File: src/rtl/fpu_divide.sv
// fpu_divide: restoring radix-2 mantissa divider producing one quotient bit per clock.
// Optional macro FPU_DIV_EARLY_EXIT_EN: finish as soon as the partial remainder reaches zero.
module fpu_divide #(
  parameter int WIDTH = 32,
  parameter int E     = 8,
  parameter int F     = 23,
  parameter int BIAS  = (1 << (E-1)) - 1,
  parameter int N     = F + 3 + 1
) (
  input  logic         clk,
  input  logic         rst,
  input  logic         start,
  input  logic         a_sign,
  input  logic [E-1:0] a_exponent,
  input  logic [F:0]   a_fraction,
  input  logic         b_sign,
  input  logic [E-1:0] b_exponent,
  input  logic [F:0]   b_fraction,
  output logic         busy,
  output logic         done,
  output logic         dz,
  output logic         result_s,
  output logic [E-1:0] result_e,
  output logic [N-1:0] result_f
);
  localparam int CW = $clog2(N+1);
  localparam logic [1:0] S_IDLE = 2'd0;
  localparam logic [1:0] S_DIV  = 2'd1;
  localparam logic [1:0] S_FIN  = 2'd2;

  if (WIDTH < E + F + 1) begin : g_width_chk
    $error("fpu_divide: WIDTH too small for E+F+1");
  end

  logic [1:0]    state;
  logic [F+1:0]  rem, dvsr, r_sub, r_next;
  logic [N-1:0]  quo, q_next, fin_f;
  logic [CW-1:0] count;
  logic          q_bit, last;
  logic          sign_r;
  logic [E-1:0]  exp_r;

  // One restoring step; fin_f is the quotient as it would be reported if this step is the last.
  always_comb begin
    q_bit  = (rem >= dvsr);
    r_sub  = q_bit ? rem - dvsr : rem;
    r_next = r_sub << 1;
    q_next = {quo[N-2:0], q_bit};
    fin_f  = {q_next[N-1:1], q_next[0] | (r_next != '0)};
    last   = (count == CW'(N-1));
`ifdef FPU_DIV_EARLY_EXIT_EN
    if (r_next == '0) begin
      last  = 1'b1;
      fin_f = q_next << (CW'(N-1) - count);
    end
`endif
  end

  always_ff @(posedge clk) begin
    if (rst) begin
      state    <= S_IDLE;
      busy     <= 1'b0;
      done     <= 1'b0;
      dz       <= 1'b0;
      result_s <= 1'b0;
      result_e <= '0;
      result_f <= '0;
      rem      <= '0;
      dvsr     <= '0;
      quo      <= '0;
      count    <= '0;
      sign_r   <= 1'b0;
      exp_r    <= '0;
    end else begin
      case (state)
        S_IDLE: begin
          done <= 1'b0;
          if (start) begin
            dz     <= 1'b0;
            sign_r <= a_sign ^ b_sign;
            exp_r  <= a_exponent - b_exponent + E'(BIAS);
            rem    <= {1'b0, a_fraction};
            dvsr   <= {1'b0, b_fraction};
            quo    <= '0;
            count  <= '0;
            if (b_fraction == '0) begin
              state    <= S_FIN;
              done     <= 1'b1;
              dz       <= 1'b1;
              result_s <= a_sign ^ b_sign;
              result_e <= '1;
              result_f <= '1;
            end else begin
              state <= S_DIV;
              busy  <= 1'b1;
            end
          end
        end
        S_DIV: begin
          rem   <= r_next;
          quo   <= q_next;
          count <= count + CW'(1);
          if (last) begin
            state    <= S_FIN;
            busy     <= 1'b0;
            done     <= 1'b1;
            result_f <= fin_f;
            result_s <= sign_r;
            result_e <= exp_r;
          end
        end
        S_FIN: begin
          done  <= 1'b0;
          state <= S_IDLE;
        end
        default: state <= S_IDLE;
      endcase
    end
  end
endmodule
File: config.mk
export PLATFORM = sky130hd
export DESIGN_NAME = fpu_divide
export DESIGN_NICKNAME = d
export VERILOG_FILES = /design/src/rtl/fpu_divide.sv
export SDC_FILE = /design/constraint.sdc
export NUM_CORES = 1
export LEC_CHECK = 0
export ABC_AREA = 1
export CORE_UTILIZATION = 30
export CTS_CLUSTER_DIAMETER = 40
export DETAILED_ROUTE_END_ITERATION = 8
export PLACE_DENSITY_LB_ADDON = 0.15
export RECOVER_POWER = 50
export SLEW_MARGIN = 20
export SYNTH_ARGS = -nofsm -noshare
export SYNTH_HDL_FRONTEND = slang
export SYNTH_SLANG_ARGS = --single-unit
File: constraint.sdc
create_clock -name clk -period 2.5 [get_ports clk]
set_input_delay 0.5 -clock clk [delete_from_list [all_inputs] [get_ports clk]]
set_output_delay 0.5 -clock clk [all_outputs]
set_load 0.005 [all_outputs]
==> flow_metrics.py, run 1 <==
metrics = {
    "outcome": {
        "status": "completed",
    },
    "final_layout": {
        "regArea_um2": 2620,
        "num_antenna_cells": 0,
        "nets": 1451,
        "multiInputGateArea_um2": 4490,
        "syn_to_final_growth_pct": 44.6,
        "drive_gt1_frac": 0.201,
        "fill_cells": 2596,
        "final_cells": 1675,
    },
    "synthesis": {
        "ys_top_cells_by_area": "dfxtp_1 35%, nand2_1 15%, a21oi_1 7.8%",
        "synth-edff-count": 0,
        "postSynthNetCount": 1245,
        "seq_area_frac_synth": 0.351,
        "yosysTopAreaCell": "dfxtp_1",
        "synth.avg_cell_area_um2": 6.54,
        "yosys_warnings": 0,
        "synth_top_area_share": 0.351,
        "ys_ff_latch": 130,
        "synth_area_um2": 7410,
        "yosysUniqueCellTypes": 40,
        "synth_flop_cell": "dfxtp_1",
        "netlist_instances": 1132,
        "async_flop_share": 0,
    },
    "routing": {
        "antenna_left": 0,
        "drcViolationCount": 0,
        "wl_per_cell_um": 14.2,
        "routed_via_density": 4.64,
        "drt_iter0_drc": 363,
        "vias": 7768,
        "wl_mm": 23.8,
        "dr.pass1.iters": 5,
    },
    "sta": {
        "worst_pin_slew_ns": 1.13,
        "holdWs_ns": 0.453,
        "clock_skew_ns": 0.00992,
        "setup_violations": 0,
        "rsz0062_at_grt": "true",
        "slew_headroom": 0.245,
        "period_share": 0.950,
        "hold_viol_final": 0,
        "fmax_mhz": 421,
        "slew_viol_final": 0,
        "finalCriticalPeriod_ns": 2.38,
    },
    "power_and_ir_drop": {
        "irDropWorstVdd_mv": 0.756,
        "cellLeakagePower_uw": 0.00492,
        "p_per_area_nw_per_um2": 1680,
    },
    "critical_path": {
        "critPathRequiredTime_ns": 2.82,
        "crit_type": "flip-flop to flip-flop",
        "crit_path_max_fanout": 8,
        "startpoint_type": "flip-flop",
        "worstPathArrival_ns": 2.70,
        "end_kind": "flip-flop",
    },
    "cts": {
        "ctsHoldBuffers": 0,
        "htree_levels": 4,
        "clock_sinks": 130,
        "cts_tree": "built",
        "clockBufferDepth": 2,
        "clkTransAtPathRegs_ns": 0.07,
        "cts_root_buf": "clkbuf_16",
        "cts_made_buffers": 17,
        "clk_latency_ns": 0.43,
    },
    "die": {
        "die_width_um": 159,
        "dieArea_um2": 25300,
        "coreArea_um2": 24200,
        "die-height_um": 159,
        "start_util": 0.305,
        "num_rows": 57,
        "ios": 108,
    },
    "placed_design": {
        "place_hpwl_mm": 16.8,
        "place_congestion": 0.893,
        "numPlacedInstances": 1638,
        "portBuffers": 107,
    },
    "global_route": {
        "grt_first_pass_wirelength_mm": 38.7,
        "grt_pass1_vias": 7530,
        "grtUsageTotal": 0.193,
        "gr-total-overflow": 0,
        "grt_start_max_net_pins": 67,
        "antenna_found_initial": 0,
    },
    "min_path": {
        "hp-class": "flip-flop to flip-flop",
    },
    "job": {
        "maxCapViolations": 0,
    },
}
registers in the layout, summed over array words and instances, names as in the netlist, 2 cells and up:
register,cells
quo,26
exp_r,8
count,5
dvsr,24
state,2
result_e,8
result_f,27
rem,25
through the flow:
step	TNS, ns	setup slack, ns	power (µW)	cell area (µm²)	util
final	0	0.124	18000	10700	0.442
after CTS	0	0.0000326	17100	10300	0.426
after detailed placement	-2.13	-0.264	14200	9650	0.398
after floorplan	0	0.272	9250	7410	-
after global placement	-1.47	-0.301	14200	9650	0.398
after global routing	-0.131	-0.0798	19600	10700	0.442
cell usage after synthesis (2+ instances only):
| cell type | instances |
|---|---|
| a21oi_1 | 115 |
| nor2_1 | 113 |
| nand4_1 | 18 |
| a31oi_1 | 2 |
| nor4_1 | 5 |
| o21bai_1 | 2 |
| buf_2 | 2 |
| and2_1 | 3 |
| inv_2 | 7 |
| inv_1 | 134 |
| and3_1 | 3 |
| o21ai_0 | 94 |
| clkbuf_1 | 38 |
| ha_1 | 42 |
| dfxtp_1 | 130 |
| buf_6 | 2 |
| clkinv_1 | 4 |
| buf_1 | 7 |
| fa_1 | 2 |
| nand2_1 | 301 |
| o211ai_1 | 10 |
| nor3_1 | 31 |
| o21ai_1 | 3 |
| nand3_1 | 29 |
| nor2_2 | 2 |
| xor2_1 | 13 |
| xnor2_1 | 5 |
| or2_2 | 3 |
timing repair:
| item | in CTS | in global routing |
|---|---|---|
| cloned | 1 | 0 |
| resized for setup | 15 | 91 |
| endpoints found under the setup margin | 1 | 17 |
| pin swaps | 3 | 21 |
| buffers inserted | 1 | 3 |
| hold endpoints to repair | 0 | 0 |
cell usage in the layout (no fill, tap or decap), types with 6 or more instances in the layout:
cell type        instances
nand4_1                 18
ha_4                    22
nand2_1                276
inv_2                   19
o211ai_1                10
ha_1                    20
inv_1                  121
nor3_1                  30
dfxtp_1                116
clkbuf_16               17
xor2_1                  13
nand2_2                 22
nor2_1                 100
dlygate4sd3_1           39
nor2_2                  13
dfxtp_2                 14
clkdlybuf4s50_1         67
buf_4                  119
a21oi_1                113
nand3_1                 27
inv_8                    6
o21ai_0                 95
logic make-up (layout without fill, tap and decap cells):
logic type,after synthesis,count (layout),synth area share
and+or+nand+nor,516,517,0.289
AOI/OAI and AO/OA,229,229,0.160
buffers and inverters,195,413,0.102
DFF,130,130,0.351
adders and majority gates,44,44,0.0764
xor gates and xnor gates,18,18,0.0213
layout make-up:
type / count / share of cell area
Clock buffer: 17 / 0.0397
Clock inverter: 15 / 0.0147
Inverter: 145 / 0.0510
Multi-Input combinational cell: 808 / 0.419
Sequential cell: 130 / 0.245
Tap cell: 324 / 0.0378
Timing Repair Buffer: 236 / 0.193
critical path: stages (launching register included):
cell     delay, ns
dfxtp_1       0.36
inv_1         0.07
ha_1          0.32
nand2_1       0.09
nor2_1        0.04
nand3_1       0.09
nand3_2       0.12
nand2_4       0.12
nand3_4       0.17
buf_6         0.17
buf_4         0.15
nand3_1       0.10
nand2_1       0.09
nor2_1        0.12
nand4_1       0.10
nor2_1        0.10
nor2_1        0.04
worst paths after layout:
path | cells past startpoint | to | from | slack (ns)
max | 16 | result_f[0] | dvsr[1] | 0.12
min | 2 | result_e[2] | exp_r[2] | 0.45
max reg2reg | 16 | result_f[0] | dvsr[1] | 0.12
min reg2reg | 2 | result_e[2] | exp_r[2] | 0.45
routing by layer:
layer / global-route usage / vias to the layer above / part of all wire
met1: 0.246 / 3539 / 0.47
met3: 0.0498 / 17 / 0.055
li1: - / 4052 / -
met5: 0 / - / 0
met4: 0.0520 / 0 / 0.012
met2: 0.322 / 160 / 0.46
power by group:
group / switching, µW / internal, µW / leakage [µW]
logic: 6880 / 5460 / 0.00358
registers: 392 / 2710 / 0.00107
clock network: 1170 / 1340 / 0.000278
total: 8440 / 9510 / 0.00492
(Power assumes the default switching activity.)
==> inputs of run 2 (changes only) <==
--- a/config.mk
+++ b/config.mk
@@ -10,7 +10,6 @@
 export CTS_CLUSTER_DIAMETER = 40
 export DETAILED_ROUTE_END_ITERATION = 8
 export PLACE_DENSITY_LB_ADDON = 0.15
-export RECOVER_POWER = 50
 export SLEW_MARGIN = 20
 export SYNTH_ARGS = -nofsm -noshare
 export SYNTH_HDL_FRONTEND = slang
==> run 2 against run 1 <==
Power grew 0.75%. Cell area grew 0.23%. Maximum frequency grew 0.15%. Die area is the same. Largest cell class unchanged. Largest power group unchanged.
==> flow_metrics.py, run 2 (synthesis results as in run 1) <==
metrics = {
    "outcome": {
        "status": "completed",
    },
    "cts": {
        "clk_latency_ns": 0.44,
        "cts_tree": "built",
        "htree_levels": 4,
        "clockBufferDepth": 2,
        "cts_root_buf": "clkbuf_16",
        "clock_sinks": 130,
        "cts_made_buffers": 17,
        "ctsHoldBuffers": 0,
        "clkTransAtPathRegs_ns": 0.07,
    },
    "routing": {
        "wl_per_cell_um": 14.2,
        "antenna_left": 0,
        "dr.pass1.iters": 5,
        "routed_via_density": 4.61,
        "vias": 7723,
        "drcViolationCount": 0,
        "drt_iter0_drc": 401,
        "wl_mm": 23.8,
    },
    "critical_path": {
        "startpoint_type": "flip-flop",
        "crit_path_max_fanout": 4,
        "rrSetupSlack_ns": 0.13,
        "crit_type": "flip-flop to flip-flop",
        "max_stage_delay_ns": 0.32,
        "worstPathArrival_ns": 2.70,
        "r2r_cells": 15,
        "path_cells": "inv_2, ha_4, nand2_1, buf_4, nor2_1, and2_1, nand4_1, nand4_1, nand3_1, nand2_1, nand2_1, nor2_2, nand3_1, nor2_1, nor2_1",
        "cp-endpoint": "result_f[0]",
        "end_kind": "flip-flop",
        "startpoint": "dvsr[18]",
        "r2r_start": "dvsr[18]",
        "rr_endpoint": "result_f[0]",
        "slowest_stage": "dfxtp_2",
        "critPathRequiredTime_ns": 2.82,
    },
    "power_and_ir_drop": {
        "p_per_area_nw_per_um2": 1680,
        "cellLeakagePower_uw": 0.00482,
        "power_uw": 18100,
        "irDropWorstVdd_mv": 0.751,
        "swShare": 0.467,
        "switching_power_uw": 8450,
        "pwr-share-seq": 0.172,
        "clkPwrFrac": 0.138,
        "internal_power_uw": 9640,
        "combPwrFrac": 0.689,
    },
    "final_layout": {
        "num_antenna_cells": 0,
        "final_common_cell": "nand2_1",
        "nets": 1451,
        "final_cell_mix": "275 x nand2_1, 123 x buf_4, 121 x inv_1",
        "syn_to_final_growth_pct": 45.0,
        "fin_util": 0.443,
        "largest_registers": "result_f x27, quo x26, rem x25",
        "drive_gt1_frac": 0.204,
        "final_cells": 1675,
        "largest_reg_flops": 27,
        "largest-register": "result_f",
    },
    "sta": {
        "slew_viol_final": 0,
        "worst_pin_slew_ns": 0.743,
        "slew_headroom": 0.505,
        "period_share": 0.949,
        "holdWs_ns": 0.453,
        "rsz0062_at_grt": "true",
        "hold_viol_final": 0,
        "finalCriticalPeriod_ns": 2.37,
        "fmax_mhz": 422,
        "setup_violations": 0,
        "clock_skew_ns": 0.00953,
    },
    "global_route": {
        "grt_start_max_net_pins": 67,
        "grt_pass1_vias": 7530,
        "antenna_found_initial": 0,
        "grt_first_pass_wirelength_mm": 38.7,
        "grtUsageTotal": 0.193,
        "gr-total-overflow": 0,
    },
    "placed_design": {
        "numPlacedInstances": 1638,
        "place_congestion": 0.893,
        "place_hpwl_mm": 16.8,
        "portBuffers": 107,
    },
    "die": {
        "coreArea_um2": 24200,
        "die-height_um": 159,
        "die_width_um": 159,
        "ios": 108,
        "start_util": 0.305,
        "dieArea_um2": 25300,
        "num_rows": 57,
    },
    "job": {
        "maxCapViolations": 0,
    },
    "min_path": {
        "hp-start": "exp_r[2]",
        "whs_path_depth": 2,
        "hp-class": "flip-flop to flip-flop",
    },
}
[run 2: final cells by class]
class / count / area [µm²]
Fill cell: 2591 / 13500
Inverter: 145 / 547
Clock inverter: 15 / 158
Tap cell: 324 / 405
Timing Repair Buffer: 236 / 2080
Clock buffer: 17 / 425
Sequential cell: 130 / 2620
Multi-Input combinational cell: 808 / 4500
[run 2: power by group through the flow]
| stage | Clock (µW) | Sequential, µW | Combinational, µW |
|---|---|---|---|
| after CTS | 2560 | 3030 | 11600 |
| after global routing | 2660 | 3190 | 13900 |
| after detailed placement | 0 | 3040 | 11200 |
| final | 2500 | 3120 | 12500 |
| after global placement | 0 | 3040 | 11200 |
| after floorplan | 0 | 3020 | 6230 |
[run 2: stage by stage]
stage | setup WS, ns | cell area [µm²] | TNS, ns
after floorplan | 0.272 | 7410 | 0
after global placement | -0.301 | 9650 | -1.47
after detailed placement | -0.264 | 9650 | -2.13
after CTS | 0.0000326 | 10300 | 0
after global routing | -0.0798 | 10700 | -0.132
final | 0.128 | 10700 | 0
[run 2: worst max-delay path, delay by kind of cell (launching register included)]
family        cells  cell delay (ns)
buf+inv           2             0.19
flops             1             0.32
fa+ha+maj         1             0.28
simple gates     12             1.47
[run 2: worst min-delay path by stage]
stage                        endpoint  slack (ns)
after floorplan           result_e[4]        0.43
after global placement       exp_r[1]        0.44
after detailed placement  result_e[4]        0.45
after CTS                 result_e[2]        0.46
after global routing      result_e[0]        0.47
final                        exp_r[2]        0.45
[run 2: metal layers]
metal,global-route usage,wire length [µm],up-vias
met5,0,0,-
met4,0.0520,295,0
met3,0.0498,1390,17
met2,0.322,11000,155
met1,0.246,11200,3499
li1,-,-,4052
[run 2: what timing repair did]
item / in CTS / in global routing
setup buffers: 1 / 3
resized for setup: 15 / 91
gates cloned: 1 / 0
pin swaps: 3 / 21
setup endpoints to repair: 1 / 17
